## src/rtl/mem_access_unit.sv

```systemverilog
// mem_access_unit: MEM-stage initiator for LB/LBU/LH/LHU/LW/SB/SH/SW.
//
// Drives a word-wide data memory port. The port has no byte strobes: reads are
// combinational and writes land on posedge when mem_we is high. Sub-word stores
// are therefore done as read-modify-write.
//
// Ports:
//   clk, reset        clock, asynchronous active-low reset
//   req_valid/ready   request handshake from the pipeline (ready only in IDLE)
//   req_we            1 = store, 0 = load
//   req_size          00 byte, 01 half, 10 word, 11 reserved (error)
//   req_signed        loads: 1 = sign-extend, 0 = zero-extend
//   req_addr          byte address
//   req_wdata         store data, right-justified
//   resp_valid        one-cycle completion pulse
//   resp_err          qualifies resp_valid: misaligned, reserved size, mem error
//   resp_rdata        extended load data, 0 for stores and errors
//   busy              unit is not IDLE; pipeline stalls on it
//   mem_addr          registered word address
//   mem_we            registered write enable, one cycle per store
//   mem_wdata         registered full write word
//   mem_rdata         combinational read data for mem_addr
//   mem_err           memory error for the current access
module mem_access_unit #(
    parameter int unsigned ADDR_W        = 32,
    parameter bit          MISALIGN_TRAP = 1'b1
) (
    input  logic              clk,
    input  logic              reset,
    input  logic              req_valid,
    output logic              req_ready,
    input  logic              req_we,
    input  logic [1:0]        req_size,
    input  logic              req_signed,
    input  logic [ADDR_W-1:0] req_addr,
    input  logic [31:0]       req_wdata,
    output logic              resp_valid,
    output logic              resp_err,
    output logic [31:0]       resp_rdata,
    output logic              busy,
    output logic [ADDR_W-1:0] mem_addr,
    output logic              mem_we,
    output logic [31:0]       mem_wdata,
    input  logic [31:0]       mem_rdata,
    input  logic              mem_err
);

    typedef enum logic [1:0] {
        StIdle,
        StRead,
        StWrite,
        StResp
    } state_e;

    state_e state_q, state_d;

    // Latched request
    logic        we_q;
    logic [1:0]  size_q;
    logic        sgn_q;
    logic [1:0]  lane_q;
    logic [15:0] wdata_q;

    // Registered outputs
    logic [ADDR_W-1:0] mem_addr_q, mem_addr_d;
    logic              mem_we_q, mem_we_d;
    logic [31:0]       mem_wdata_q, mem_wdata_d;
    logic              resp_err_q, resp_err_d;
    logic [31:0]       resp_rdata_q, resp_rdata_d;

    logic       accept;
    logic       misaligned;
    logic       req_err;
    logic [1:0] lane_in;
    logic [7:0]  sel_byte;
    logic [15:0] sel_half;
    logic [31:0] load_data;
    logic [31:0] merged;

    assign accept = req_valid && req_ready;

    always_comb begin
        misaligned = ((req_size == 2'b01) && req_addr[0]) ||
                     ((req_size == 2'b10) && (req_addr[1:0] != 2'b00));
        req_err    = (req_size == 2'b11) || (MISALIGN_TRAP && misaligned);
        // Force natural alignment; only matters when misalignment does not trap.
        unique case (req_size)
            2'b01:   lane_in = {req_addr[1], 1'b0};
            2'b10:   lane_in = 2'b00;
            default: lane_in = req_addr[1:0];
        endcase
    end

    // Load extraction and sub-word merge both work on the live read word.
    always_comb begin
        sel_byte = mem_rdata[{lane_q, 3'b000} +: 8];
        sel_half = lane_q[1] ? mem_rdata[31:16] : mem_rdata[15:0];
        unique case (size_q)
            2'b00:   load_data = {{24{sgn_q & sel_byte[7]}}, sel_byte};
            2'b01:   load_data = {{16{sgn_q & sel_half[15]}}, sel_half};
            default: load_data = mem_rdata;
        endcase

        merged = mem_rdata;
        if (size_q == 2'b00) begin
            merged[{lane_q, 3'b000} +: 8] = wdata_q[7:0];
        end else begin
            merged[{lane_q[1], 4'b0000} +: 16] = wdata_q;
        end
    end

    always_comb begin
        state_d      = state_q;
        mem_addr_d   = mem_addr_q;
        mem_we_d     = 1'b0;
        mem_wdata_d  = mem_wdata_q;
        resp_err_d   = 1'b0;
        resp_rdata_d = 32'h0;

        unique case (state_q)
            StIdle: begin
                if (accept) begin
                    mem_addr_d = {req_addr[ADDR_W-1:2], 2'b00};
                    if (req_err) begin
                        state_d    = StResp;
                        resp_err_d = 1'b1;
                    end else if (req_we && (req_size == 2'b10)) begin
                        state_d     = StWrite;
                        mem_we_d    = 1'b1;
                        mem_wdata_d = req_wdata;
                    end else begin
                        // Loads and sub-word stores both read first.
                        state_d = StRead;
                    end
                end
            end
            StRead: begin
                if (mem_err) begin
                    state_d    = StResp;
                    resp_err_d = 1'b1;
                end else if (!we_q) begin
                    state_d      = StResp;
                    resp_rdata_d = load_data;
                end else begin
                    state_d     = StWrite;
                    mem_we_d    = 1'b1;
                    mem_wdata_d = merged;
                end
            end
            StWrite: begin
                state_d    = StResp;
                resp_err_d = mem_err;
            end
            StResp: begin
                state_d = StIdle;
            end
            default: begin
                state_d = StIdle;
            end
        endcase
    end

    always_ff @(posedge clk or negedge reset) begin
        if (!reset) begin
            state_q      <= StIdle;
            we_q         <= 1'b0;
            size_q       <= 2'b00;
            sgn_q        <= 1'b0;
            lane_q       <= 2'b00;
            wdata_q      <= 16'h0;
            mem_addr_q   <= '0;
            mem_we_q     <= 1'b0;
            mem_wdata_q  <= 32'h0;
            resp_err_q   <= 1'b0;
            resp_rdata_q <= 32'h0;
        end else begin
            state_q      <= state_d;
            mem_addr_q   <= mem_addr_d;
            mem_we_q     <= mem_we_d;
            mem_wdata_q  <= mem_wdata_d;
            resp_err_q   <= resp_err_d;
            resp_rdata_q <= resp_rdata_d;
            if (accept) begin
                we_q    <= req_we;
                size_q  <= req_size;
                sgn_q   <= req_signed;
                lane_q  <= lane_in;
                wdata_q <= req_wdata[15:0];
            end
        end
    end

    // Gating with reset keeps req_ready low while reset is held.
    assign req_ready  = (state_q == StIdle) && reset;
    assign busy       = (state_q != StIdle);
    assign resp_valid = (state_q == StResp);
    assign resp_err   = resp_err_q;
    assign resp_rdata = resp_rdata_q;
    assign mem_addr   = mem_addr_q;
    assign mem_we     = mem_we_q;
    assign mem_wdata  = mem_wdata_q;

endmodule

```

## config.mk

```make
export PLATFORM = sky130hd
export DESIGN_NAME = mem_access_unit
export DESIGN_NICKNAME = d
export VERILOG_FILES = /design/src/rtl/mem_access_unit.sv
export SDC_FILE = /design/constraint.sdc
export NUM_CORES = 1
export LEC_CHECK = 0
export ABC_AREA = 0
export CORE_MARGIN = 2
export CORE_UTILIZATION = 25
export DETAILED_ROUTE_END_ITERATION = 8
export DONT_BUFFER_PORTS = 1
export PLACE_DENSITY_LB_ADDON = 0.2
export SLEW_MARGIN = 20
export SYNTH_ARGS = -nofsm -noshare
export SYNTH_HDL_FRONTEND = slang
export SYNTH_SLANG_ARGS = --single-unit
```

## constraint.sdc

```tcl
create_clock -name clk -period 7.5 [get_ports clk]
set_input_delay 1.125 -clock clk [delete_from_list [all_inputs] [get_ports clk]]
set_output_delay 1.125 -clock clk [all_outputs]
set_load 0.01 [all_outputs]
```

==> reports/metrics.cfg, run 1 <==
[route]
ant_nets=0
vias_per_cell=4.84
first_pass_iters=7
post_drt_wl_per_cell_um=21.1
routed_wl_um=21800
dr_total_vias=5009
drc_errors=0
drt_iter0_markers=392

[place]
dp_cells=1003
place_hpwl_um=15300
place_area_um2=6600
io_buffers=0
place_congestion=0.781
pre_cts_slack_ns=4.47

[global_routing]
grt_pass1_vias=4969
grt_usage_pct=16.5
grt_pass1_wl_um=32100
grt_start_max_net_pins=124
overflow=0
antenna_found_initial=0

[setup_path]
cp.required_ns=7.85
critical_path_class=reg -> reg
arrival_ns=3.29
cp-start-kind=flop
end_kind=flop
cp_max_fo=39

[clock_tree]
cts_tree=done
cts_resized=0
clk_path_buf_depth=2
root_buffer=clkbuf_16
h-tree-depth=4
clkTransAtPathRegs_ns=0.06
cts_sinks=120
worstSkewPairLatency_ns=0.42
cts_made_buffers=17
holdBufCountCts=0
postCtsSetupBuffers=0

[yosys]
ys_types=39
syn_avg_cell_area_um2=8.82
yosys.area.top_type=dfrtp_1
synthesis.area_um2=6320
synth-seq-cells=120
ys_warn_count=0
syn_inst=716
post-synth-top-area-fraction_pct=47.5
synth_edf_count=0
yosysSeqAreaShare_pct=47.5
synth_ff_type=dfrtp_1
async_flop_share_pct=100
synthTopCellsByArea=dfrtp_1 48%, nand2_1 13%, mux2i_1 4.3%

[floorplan]
die-area_um2=26600
die_w_um=163
initial_utilization_pct=25.3
coreArea_um2=25000
rows=58
io_pins=205
die_h_um=163

[pwr]
p_leak_nw=3.36
p_int_mw=1.85
p_comb_share_pct=32.4
seqPwrFrac_pct=40.0
peakVddDrop_mv=0.165
swShare_pct=40.1
p_clk_share_pct=27.6
power_density_nw_per_um2=429
p_switching_mw=1.24
finalPower_mw=3.08

[sta]
setup_viol_count_final=0
period_needed_ns=2.94
setup_slack_ns=4.56
setup-tns-final_ns=0
finalCritPeriodShare_pct=39.2
rsz0062_at_grt=false
max_slew_margin_pct=28.6
finalMaxSlewViolations=0
max_slew.worst_pin.slew_ns=1.07
fmax_mhz=340
clock_skew_ns=0.0157
finalHoldViolCount=0
timing.hold.ws_ns=0.409

[finish]
fin_nets=808
final_cell_area_um2=7190
final_core_util_pct=28.8
diodes=0
final_layout_size_suffix_gt1_share_pct=8.81
layout_commonest_cell=nand2_1
syn2layout_area_growth_pct=13.8
layout_common_cells=227 x nand2_1, 119 x dfrtp_1, 44 x inv_1
fillers=2661
stdcell_count=1034

[run]
cap_violations=0

[status]
status=completed

[hold_path]
hold_path.class=in -> async

layout make-up:
type	count	area (µm²)	area share, %
sequential	120	3000	41.8
multi-input combinational	500	2950	41.0
clock buffer	22	474	6.59
tap	330	413	5.74
inverter	44	165	2.30
clock inverter	9	123	1.70
timing repair buffer	9	67.6	0.939
synthesized netlist by cell type, types with 8 or more instances:
library cell and number:
o21ai_0 24, nand2_1 227, inv_1 44, mux2_2 14, ha_1 12, or3_1 9, mux2i_1 27, nand3_1 10
clkbuf_1 29, o22ai_1 17, a31oi_1 18, o21ai_1 10, nand2b_1 17, a221oi_1 8, mux2_1 18, dfrtp_1 120
buf_2 17, nor2_1 25, o221ai_1 24, nand3b_1 8
final timing paths:
| kind | from | to | slack, ns | cells past startpoint |
|---|---|---|---|---|
| setup / recovery | state_q[1] | resp_rdata[24] | 4.56 | 7 |
| hold / removal | reset | resp_rdata[17] | 0.41 | 0 |
| setup reg to reg | state_q[1] | resp_rdata[24] | 4.56 | 7 |
| hold reg to reg | sgn_q | sgn_q | 0.50 | 2 |
| max in group asynchronous | reset | mem_addr[8] | 6.87 | 0 |
| min in group clk | sgn_q | sgn_q | 0.50 | 2 |
kinds of logic (layout without fill, tap and decap cells):
group	count (synthesis)	count (layout)	synth area share, %
compound gates	118	118	12.9
simple gates	309	309	20.9
fa+ha+maj	12	12	2.38
other cells	1	2	0.0593
buf+inv	97	84	6.34
mux	59	59	9.98
flops	120	120	47.5
worst max-delay path, cell delays in order, from the launching register on:
cell and delay (ns):
dfrtp_1 0.40, inv_1 0.10, ha_1 0.14, buf_4 0.38, or3b_1 0.70, nor2_1 0.92
nand2_1 0.12, nand2_1 0.10
sequential cells by signal (all words and copies together), names as in the netlist:
| signal | count |
|---|---|
| size_q | 2 |
| mem_wdata | 32 |
| mem_we | 1 |
| we_q | 1 |
| mem_addr | 30 |
| state_q | 2 |
| resp_rdata | 32 |
| resp_err | 1 |
| wdata_q | 16 |
| lane_q | 2 |
| sgn_q | 1 |
layer usage:
| layer | global-route usage, % | wire length, µm | vias to the layer above |
|---|---|---|---|
| met2 | 25.1 | 9690 | 217 |
| met1 | 21.0 | 9460 | 2407 |
| met4 | 4.47 | 195 | 0 |
| met3 | 7.94 | 2480 | 10 |
| met5 | 0 | 0 | - |
| li1 | - | - | 2375 |
power groups by stage:
stage          registers (mW)  clock network [mW]  logic (mW)
5_1_grt                  1.28               0.908        1.12
3_3_place_gp             1.25                   0       0.989
2_1_floorplan            1.13                   0       0.817
3_5_place_dp             1.25                   0        1.01
6_report                 1.23               0.851       0.997
4_1_cts                  1.24               0.878        1.01
No activity file was read; power rests on OpenSTA's default activity.
==> run 2: changes to the inputs <==
- clock period: 7.5 -> 2.7 ns (I/O delays scaled with it)
==> run 2 against run 1 <==
Against the previous run: the flow now finishes with violations (hold timing); register-to-register slack got worse by 4.2 ns; critical path depth did not move; design area rose by 1.3%; final cell count rose by 1.2%; via count rose by 0.40%; combinational power rose to 2.9 times the previous value; worst setup slack got worse by 4.2 ns; sequential share of layout area fell by 0.54 points; clock skew fell by 0.0089 ns; count of clock-buffer cells in the layout fell by 1; power rose to 2.8 times the previous value; utilization rose by 0.38 points.
==> reports/metrics.cfg, run 2 (synthesized netlist as in run 1, its figures left out) <==
[status]
status=finished with violations
violations=hold timing

[finish]
layout_common_cells=227 x nand2_1, 119 x dfrtp_1, 44 x inv_1
fillers=2684
layout_commonest_cell=nand2_1
diodes=0
fin_nets=821
final_core_util_pct=29.2
final_layout_size_suffix_gt1_share_pct=10.3
syn2layout_area_growth_pct=15.3

[route]
first_pass_iters=5
drc_errors=0
ant_nets=0
drt_iter0_markers=415
vias_per_cell=4.81
dr_total_vias=5029
routed_wl_um=21900
post_drt_wl_per_cell_um=20.9

[place]
place_hpwl_um=15500
io_buffers=0
place_congestion=0.769

[setup_path]
path_cells=inv_1, ha_1, buf_4, nor2b_1, o21ai_4, buf_4, mux2i_1
cp.required_ns=3.03
slowest_delay_ns=0.72
cp-start-kind=flop
arrival_ns=2.69
cp_max_fo=23
crit_buf_inv=3
path_delay_family=compound AO/OA/AOI/OAI gates
cp_slowest_cell=o21ai_4
end_kind=flop
critical_path_class=reg -> reg
crit_path_frequent_cell=buf_4

[sta]
fmax_mhz=424
finalCritPeriodShare_pct=87.3
finalHoldViolCount=120
max_slew_margin_pct=36.8
period_needed_ns=2.36
rsz0062_at_grt=false
clock_skew_ns=0.00681
setup_viol_count_final=0
finalMaxSlewViolations=0
max_slew.worst_pin.slew_ns=0.944
timing.hold.ws_ns=-0.312
setup-tns-final_ns=0

[floorplan]
coreArea_um2=25000
die-area_um2=26600
rows=58
die_w_um=163
die_h_um=163
io_pins=205
initial_utilization_pct=25.3

[global_routing]
grt_pass1_vias=5119
grt_start_max_net_pins=124
grt_pass1_wl_um=32600
antenna_found_initial=0
grt_usage_pct=16.6
overflow=0

[clock_tree]
root_buffer=clkbuf_16
worstSkewPairLatency_ns=0.41
cts_tree=done
h-tree-depth=4
cts_sinks=120
cts_made_buffers=17
clkTransAtPathRegs_ns=0.06
postCtsSetupBuffers=0
clk_path_buf_depth=2

[hold_path]
hold_path.class=in -> async

[pwr]
p_leak_nw=3.42
power_density_nw_per_um2=1190
peakVddDrop_mv=0.422

[run]
cap_violations=0

## run 2: power by group
part | internal, mW | total [mW] | switching, mW
combinational | 1.22 | 2.94 | 1.72
clock | 1.48 | 2.33 | 0.850
sequential | 2.49 | 3.37 | 0.881
## run 2: final cells by class
class,count,area [µm²],area share [%]
Multi-Input combinational cell,500,2950,40.5
Clock inverter,9,125,1.72
Timing Repair Buffer,22,165,2.27
Tap cell,330,413,5.67
Sequential cell,120,3000,41.2
Clock buffer,21,460,6.32
Inverter,44,165,2.27
## run 2: through the flow
step	setup WS [ns]	hold slack [ns]	power [mW]	std cells	area, µm²
2_1_floorplan	0.134	0.109	5.40	717	6320
3_3_place_gp	0.363	0.114	6.35	1016	6690
3_5_place_dp	0.291	0.113	6.37	1016	6700
4_1_cts	0.286	-0.335	8.77	1046	7290
5_1_grt	0.115	-0.336	9.28	1046	7290
6_report	0.343	-0.312	8.65	1046	7290
## run 2: path summary, 6_finish.rpt
kind | from | endpoint | slack, ns | cells after the start
max | state_q[0] | mem_wdata[14] | 0.34 | 7
min | reset | resp_rdata[18] | -0.31 | 0
max reg2reg | state_q[0] | mem_wdata[14] | 0.34 | 7
min reg2reg | wdata_q[11] | wdata_q[11] | 0.51 | 2
max in group asynchronous | reset | mem_addr[26] | 2.65 | 0
min in group clk | req_wdata[9] | wdata_q[9] | 0.09 | 2
## run 2: layer usage
layer	up-vias	track usage [%]	part of all wire [%]
li1	2402	-	-
met1	2421	20.7	43
met2	195	25.7	45
met3	11	7.84	11
met4	0	4.47	0.90
met5	-	0	0
## run 2: repair_timing
item,4_1_cts,5_1_grt
setup endpoints to repair,0,0
gates resized for setup,0,0
hold endpoints to repair,120,120
